**src/rtl/regfile_access_ctrl.sv**
```systemverilog
// regfile_access_ctrl
//   Initiator-side controller for a 3-port register file (two combinational
//   reads, one write on posedge). Requests arrive over a valid/ready channel,
//   are sequenced onto the RF address/data/enable pins, and read data comes
//   back over a valid/ready response channel.
//
//   Handshake rule (both channels): a transfer happens on a rising clk edge
//   where valid and ready are both 1. The producer holds valid and its payload
//   stable until that edge, and ready never depends on valid.
//
//   Ports
//     clk, rst_n             clock; synchronous active-low reset
//     req_valid/req_ready    request channel (req_ready gated by rst_n)
//     req_write              1 = write request, 0 = read request
//     req_ra1/req_ra2        read addresses
//     req_wa/req_wd          write address / data
//     rsp_valid/rsp_ready    read response channel
//     rsp_rd1/rsp_rd2        captured read data for req_ra1 / req_ra2
//     rf_ra1/rf_ra2          to RF read ports
//     rf_wa3/rf_wd3/rf_we3   to RF write port
//     rf_rd1/rf_rd2          from RF read ports (combinational)
//     wr_count/rd_count      completed writes / read handshakes, wrapping
//     dbg_state              FSM state: 0 IDLE, 1 WRITE, 2 READ, 3 RESP
//
//   Timing: a write accepted at edge N pulses rf_we3 for the cycle after N,
//   so the RF is written at N+1. A read accepted at edge N drives rf_ra* for
//   the cycle after N, captures rf_rd* at N+1 and presents the response from
//   then on; with rsp_ready high a read occupies three cycles.
module regfile_access_ctrl #(
  parameter int DATA_W   = 32,
  parameter int ADDR_W   = 5,
  parameter int ZERO_REG = 1,
  parameter int CNT_W    = 16
) (
  input  logic              clk,
  input  logic              rst_n,
  input  logic              req_valid,
  output logic              req_ready,
  input  logic              req_write,
  input  logic [ADDR_W-1:0] req_ra1,
  input  logic [ADDR_W-1:0] req_ra2,
  input  logic [ADDR_W-1:0] req_wa,
  input  logic [DATA_W-1:0] req_wd,
  output logic              rsp_valid,
  input  logic              rsp_ready,
  output logic [DATA_W-1:0] rsp_rd1,
  output logic [DATA_W-1:0] rsp_rd2,
  output logic [ADDR_W-1:0] rf_ra1,
  output logic [ADDR_W-1:0] rf_ra2,
  output logic [ADDR_W-1:0] rf_wa3,
  output logic [DATA_W-1:0] rf_wd3,
  output logic              rf_we3,
  input  logic [DATA_W-1:0] rf_rd1,
  input  logic [DATA_W-1:0] rf_rd2,
  output logic [CNT_W-1:0]  wr_count,
  output logic [CNT_W-1:0]  rd_count,
  output logic [1:0]        dbg_state
);

  typedef enum logic [1:0] {
    S_IDLE  = 2'd0,
    S_WRITE = 2'd1,
    S_READ  = 2'd2,
    S_RESP  = 2'd3
  } state_t;

  state_t            state_q, state_d;
  logic [ADDR_W-1:0] rf_ra1_q, rf_ra1_d;
  logic [ADDR_W-1:0] rf_ra2_q, rf_ra2_d;
  logic [ADDR_W-1:0] rf_wa3_q, rf_wa3_d;
  logic [DATA_W-1:0] rf_wd3_q, rf_wd3_d;
  logic              rf_we3_q, rf_we3_d;
  logic              rsp_valid_q, rsp_valid_d;
  logic [DATA_W-1:0] rsp_rd1_q, rsp_rd1_d;
  logic [DATA_W-1:0] rsp_rd2_q, rsp_rd2_d;
  logic [CNT_W-1:0]  wr_count_q, wr_count_d;
  logic [CNT_W-1:0]  rd_count_q, rd_count_d;

  logic accept;
  logic zero_wr;
  logic zero_rd1;
  logic zero_rd2;

  assign req_ready = (state_q == S_IDLE) && rst_n;
  assign accept    = req_valid && req_ready;

  // Register 0 handling: writes are dropped at the enable, reads are masked
  // at capture so whatever the RF holds in entry 0 never leaks out.
  assign zero_wr  = (ZERO_REG != 0) && (req_wa == '0);
  assign zero_rd1 = (ZERO_REG != 0) && (rf_ra1_q == '0);
  assign zero_rd2 = (ZERO_REG != 0) && (rf_ra2_q == '0);

  always_comb begin
    state_d     = state_q;
    rf_ra1_d    = rf_ra1_q;
    rf_ra2_d    = rf_ra2_q;
    rf_wa3_d    = rf_wa3_q;
    rf_wd3_d    = rf_wd3_q;
    rf_we3_d    = 1'b0;
    rsp_valid_d = rsp_valid_q;
    rsp_rd1_d   = rsp_rd1_q;
    rsp_rd2_d   = rsp_rd2_q;
    wr_count_d  = wr_count_q;
    rd_count_d  = rd_count_q;
    case (state_q)
      S_IDLE: begin
        if (accept) begin
          if (req_write) begin
            rf_wa3_d = req_wa;
            rf_wd3_d = req_wd;
            rf_we3_d = !zero_wr;
            state_d  = S_WRITE;
          end else begin
            rf_ra1_d = req_ra1;
            rf_ra2_d = req_ra2;
            state_d  = S_READ;
          end
        end
      end
      S_WRITE: begin
        // A suppressed r0 write still counts as a completed write.
        wr_count_d = wr_count_q + CNT_W'(1);
        state_d    = S_IDLE;
      end
      S_READ: begin
        rsp_rd1_d   = zero_rd1 ? '0 : rf_rd1;
        rsp_rd2_d   = zero_rd2 ? '0 : rf_rd2;
        rsp_valid_d = 1'b1;
        state_d     = S_RESP;
      end
      S_RESP: begin
        if (rsp_ready) begin
          rsp_valid_d = 1'b0;
          rd_count_d  = rd_count_q + CNT_W'(1);
          state_d     = S_IDLE;
        end
      end
      default: state_d = S_IDLE;
    endcase
  end

  always_ff @(posedge clk) begin
    if (!rst_n) begin
      state_q     <= S_IDLE;
      rf_ra1_q    <= '0;
      rf_ra2_q    <= '0;
      rf_wa3_q    <= '0;
      rf_wd3_q    <= '0;
      rf_we3_q    <= 1'b0;
      rsp_valid_q <= 1'b0;
      rsp_rd1_q   <= '0;
      rsp_rd2_q   <= '0;
      wr_count_q  <= '0;
      rd_count_q  <= '0;
    end else begin
      state_q     <= state_d;
      rf_ra1_q    <= rf_ra1_d;
      rf_ra2_q    <= rf_ra2_d;
      rf_wa3_q    <= rf_wa3_d;
      rf_wd3_q    <= rf_wd3_d;
      rf_we3_q    <= rf_we3_d;
      rsp_valid_q <= rsp_valid_d;
      rsp_rd1_q   <= rsp_rd1_d;
      rsp_rd2_q   <= rsp_rd2_d;
      wr_count_q  <= wr_count_d;
      rd_count_q  <= rd_count_d;
    end
  end

  assign rf_ra1    = rf_ra1_q;
  assign rf_ra2    = rf_ra2_q;
  assign rf_wa3    = rf_wa3_q;
  assign rf_wd3    = rf_wd3_q;
  assign rf_we3    = rf_we3_q;
  assign rsp_valid = rsp_valid_q;
  assign rsp_rd1   = rsp_rd1_q;
  assign rsp_rd2   = rsp_rd2_q;
  assign wr_count  = wr_count_q;
  assign rd_count  = rd_count_q;
  assign dbg_state = state_q;

endmodule
```
**config.mk**
```make
export PLATFORM = sky130hd
export DESIGN_NAME = regfile_access_ctrl
export DESIGN_NICKNAME = d
export VERILOG_FILES = /design/src/rtl/regfile_access_ctrl.sv
export SDC_FILE = /design/constraint.sdc
export NUM_CORES = 1
export LEC_CHECK = 0
export ABC_AREA = 1
export ABC_CLOCK_PERIOD_IN_PS = 2700
export BUFFER_PORTS_ARGS = -buffer_cell sky130_fd_sc_hd__buf_2
export CAP_MARGIN = 10
export CORE_UTILIZATION = 40
export CTS_CLUSTER_DIAMETER = 50
export DETAILED_ROUTE_END_ITERATION = 16
export GPL_ROUTABILITY_DRIVEN = 0
export PLACE_DENSITY = 0.74
export SLEW_MARGIN = 20
export SYNTH_ARGS = -nofsm -noshare
export SYNTH_HDL_FRONTEND = slang
export SYNTH_SLANG_ARGS = --single-unit
```
**constraint.sdc**
```tcl
create_clock -name clk -period 2.7 [get_ports clk]
set_clock_uncertainty 0.15 [all_clocks]
set_input_delay 0.405 -clock clk [delete_from_list [all_inputs] [get_ports clk]]
set_output_delay 0.405 -clock clk [all_outputs]
set_load 0.01 [all_outputs]
```
Yosys cells after proc, flatten, opt, wreduce, memory -nomap -nowiden --
Cells that the tools add are included.
Word-level totals: output and inout port bits 148, RAM bits 0, bits in latches 0, memories 0, register bits 147, word-level logic and storage cells 41, input port bits 116, memory bits (read-only) 0
Operators by class: muxes and demuxes 8, equality and inequality tests 5, add/subtract/negate cells 2, multipliers 0, reduce and logical (&&, ||, !) cells 14, shifts and indexed selects 0, div/mod/pow operators 0, bitwise gates (word level) 1, $lt $le $gt $ge 0
Operators with widths (count):
- $mux 32 | 2
- $add 16x1->16 const B | 2
- $logic_not 5->1 | 3
- $pmux 2 s4 | 1
- $mux 2 | 3
- $reduce_and 2->1 | 3
- $reduce_and 3->1 | 2
- $eq 2x2->1 const B | 2
- $ne 2x2->1 const B | 2
- $reduce_and 4->1 | 1
- $eq 2x1->1 const B | 1
- $logic_and 1x1->1 | 2
- $logic_not 2->1 | 1
- $pmux 1 s2 | 1
- $reduce_bool 2->1 | 1
- $logic_not 1->1 | 1
- $mux 1 | 1
- $not 1->1 | 1

Logic depth before layout (Yosys ltp) --
depth in word-level cells 5, mapped depth 8, mapped depth without buffers 8

Worst setup path after synthesis --
Ideal clock, no wire load.
kind input to register, start point input port rst_n, end point register rf_wa3_q[4], in the netlist rf_wa3[4], arrival 1345 ps, slack 1073 ps, cell stages on the path 8, path through buf_4 inv_2 nor3b_2 nand2_1 buf_2 buf_2 nand2_1 a21oi_1
Between the ends: longest elaborated chain between the ends 3
Ends and longest elaborated chain:
- start, declared | line 36 | input logic rst_n,
- $logic_and 1x1->1 | line 84 | assign req_ready = (state_q == S_IDLE) && rst_n;
- $logic_and 1x1->1 | line 85 | assign accept = req_valid && req_ready;
- $reduce_and 3->1 (no line)
- end signal, assigned | line 159 | rf_wa3_q <= rf_wa3_d;
- end, declared | line 70 | logic [ADDR_W-1:0] rf_wa3_q, rf_wa3_d;
Several ways; a longest one is shown, not always the timed one. A chain may end at the register's enable or synchronous reset.

Worst setup path after layout --
start point register state_q[1], in the netlist dbg_state[1], end point register rf_ra2_q[3], in the netlist rf_ra2[3]
Between the ends: longest elaborated chain between the ends 4
Ends and longest elaborated chain:
- start, declared | line 67 | state_t state_q, state_d;
- start signal, assigned | line 156 | state_q <= state_d;
- $logic_not 2->1 (*) | line 84, 105
- $logic_and 1x1->1 | line 84
- $logic_and 1x1->1 | line 85
- $reduce_and 3->1 (no line) (*)
- end signal, assigned | line 158 | rf_ra2_q <= rf_ra2_d;
- end, declared | line 69 | logic [ADDR_W-1:0] rf_ra2_q, rf_ra2_d;
Mark *: on every way between the ends. The rest lies on a longest branch, timed or not.

==> out/results.ini <==
[synth]
syn_avg_cell_area_um2 = 7.468
yosysWarningCount = 0
synth_nets = 886
ys_ff_latch = 147
ys_types = 22
syn_inst = 768
synth_area_mm2 = 0.005736
yosysSeqAreaShare = 0.5131

[floorplanning]
rows = 43
ioPinCount = 264
die_w_um = 121.7
die_y_um = 121.7
initial_core_util = 0.4116
die-area_mm2 = 0.01482
coreArea_mm2 = 0.01393

[placement]
place_inst = 1170
dp_hpwl_um = 11260
portBuffers = 263
place_area_mm2 = 0.007149

[worst_setup_path]
start_kind = flop
crit_fanout = 29
endpoint_kind = flop
crit_required_ns = 2.89
cp.arrival_ns = 2.10
critPathKind = flop to flop
r2r_slack_ns = 0.79

[clocking]
post_cts_resized = 0
clockRootBuffer = clkbuf_16
post-cts-setup-buffers = 0
cts_buffers = 17
clock-sinks = 147
clock_path_buffers = 2
clkLatencyLatePin_ns = 0.42
cts.clk_slew.worst_paths_ns = 0.06
holdBufCountCts = 0
htreeDepth = 4
cts_tree = done

[finish]
fillers = 1338
stdcell_area_mm2 = 0.007726
final_cell_mix = 263 x buf_2, 184 x nand2_1, 147 x dfxtp_1
diodes = 0
final-instance-count-excl-fill = 1202
area_growth_pct = 34.71
nets = 1127
layout_commonest_cell = buf_2
layout-drive-gt1-share = 0.3033
fin_util = 0.5545

[drt]
antenna_left = 0
post-route-drc-count = 0
wirelength_um = 16240
wl_per_cell_um = 13.51
vias_per_cell = 4.904
first_pass_iters = 5
vias = 5895
dr.first_iter.drc_count = 336

[timing]
slew_headroom = 0.4756
tightest_slew_ns = 0.7866
period_needed_ns = 1.914
final-hold-violation-count = 0
rsz0062_at_grt = false
fmax_mhz = 522.5
setup_viol = 0
fin_setup_tns_ns = 0
drv_slew = 0
period_share = 0.7088

[grt]
gr-total-overflow = 0
grt_pass1_wl_um = 25630
antenna_found_initial = 0
grt_util_all_layers = 0.2213
grt_pass1_vias = 5295
grt_max_degree = 130

[power_and_ir_drop]
p_leak_nw = 3.593
clock_power_share = 0.432
p_per_area_mw_per_mm2 = 680.4
ir_drop_uv = 408.8
p_switching_mw = 1.337
comb_power_share = 0.120
sw_frac_of_total = 0.2543
internal_power_mw = 3.920
pwr-share-seq = 0.448
total_power_mw = 5.257

[flow_run]
drv_cap = 0

[status]
status = finished, final reports clean

[min_path]
holdCritPathClass = input pin to flop

==> synthesized netlist by cell type <==
cell type	count	share of area
clkbuf_1	37	0.024
buf_1	3	0.0020
a21oi_1	125	0.11
and3_1	1	0.0011
xor2_1	3	0.0046
buf_4	2	0.0026
ha_1	2	0.0044
inv_2	2	0.0013
nand2_1	184	0.12
nand4_1	9	0.0098
nor2_1	60	0.039
o21ai_0	73	0.064
nand3_1	60	0.052
buf_2	6	0.0052
nor3_1	8	0.0070
dfxtp_1	147	0.51
o21bai_1	2	0.0026
o211ai_1	1	0.0013
nor3b_2	2	0.0044
inv_1	36	0.024
nor2_2	2	0.0022
buf_6	3	0.0059
==> power groups by stage <==
stage          logic (mW)  registers [mW]  clock network (mW)
4_1_cts             0.637            2.36                2.33
3_5_place_dp        0.637            2.40                   0
5_1_grt             0.705            2.37                2.42
2_1_floorplan       0.292            2.45                   0
3_3_place_gp        0.630            2.40                   0
6_report            0.629            2.36                2.27
==> cell families (layout without fill, tap and decap cells) <==
| logic type | after synthesis | in the layout | share of synthesized area |
|---|---|---|---|
| compound gates | 201 | 201 | 0.1767 |
| xor+xnor | 3 | 3 | 0.004582 |
| fa+ha+maj | 2 | 2 | 0.004362 |
| buf+inv | 89 | 343 | 0.06479 |
| flops | 147 | 147 | 0.5131 |
| simple gates | 326 | 326 | 0.2365 |
==> metrics by stage <==
stage / hold slack, ns / worst slack (ns)
after floorplan: 0.3339 / 1.073
after global placement: 0.2956 / 0.8702
after detailed placement: 0.3007 / 0.8025
after CTS: 0.05302 / 0.7910
after global routing: 0.05794 / 0.5961
final: 0.07686 / 0.7862
==> registers in the layout, indices dropped and copies added (netlist names), 5 cells and up <==
signal    flops
rf_ra2        5
rf_wd3       32
wr_count     16
rsp_rd2      32
rf_wa3        5
rsp_rd1      32
rd_count     16
rf_ra1        5
==> final cells by class <==
class	instances	area, µm²	area share
clock buffers	24	501.7	0.06494
clock inverters	8	75.07	0.009717
inverters	38	142.6	0.01846
multi-input cells	532	2435	0.3151
flip-flops and latches	147	2943	0.3809
well taps	180	225.2	0.02915
repair buffers	273	1404	0.1817
==> path summary, 6_finish.rpt <==
path | end | startpoint | depth (start not counted)
worst max-delay path | rf_ra2[3] | dbg_state[1] | 7
worst min-delay path | rsp_rd1[4] | rf_rd1[4] | 3
worst max register to register | rf_ra2[3] | dbg_state[1] | 7
worst min register to register | rf_wa3[2] | rf_wa3[2] | 2
==> worst max-delay path: stages, from the launching register on <==
cell     delay, ns
dfxtp_1       0.34
inv_1         0.14
nand2_1       0.12
nor3b_4       0.19
buf_4         0.26
buf_4         0.33
nand3_1       0.12
a21oi_1       0.17
==> metal layers <==
metal | routed length, µm | track usage | vias to the layer above
met5 | 0 | 0 | -
li1 | - | - | 3024
met3 | 1113 | 0.08240 | 22
met2 | 7793 | 0.3510 | 187
met1 | 7054 | 0.2684 | 2662
met4 | 273 | 0.09182 | 0
Power figures use the tool's default switching activity.
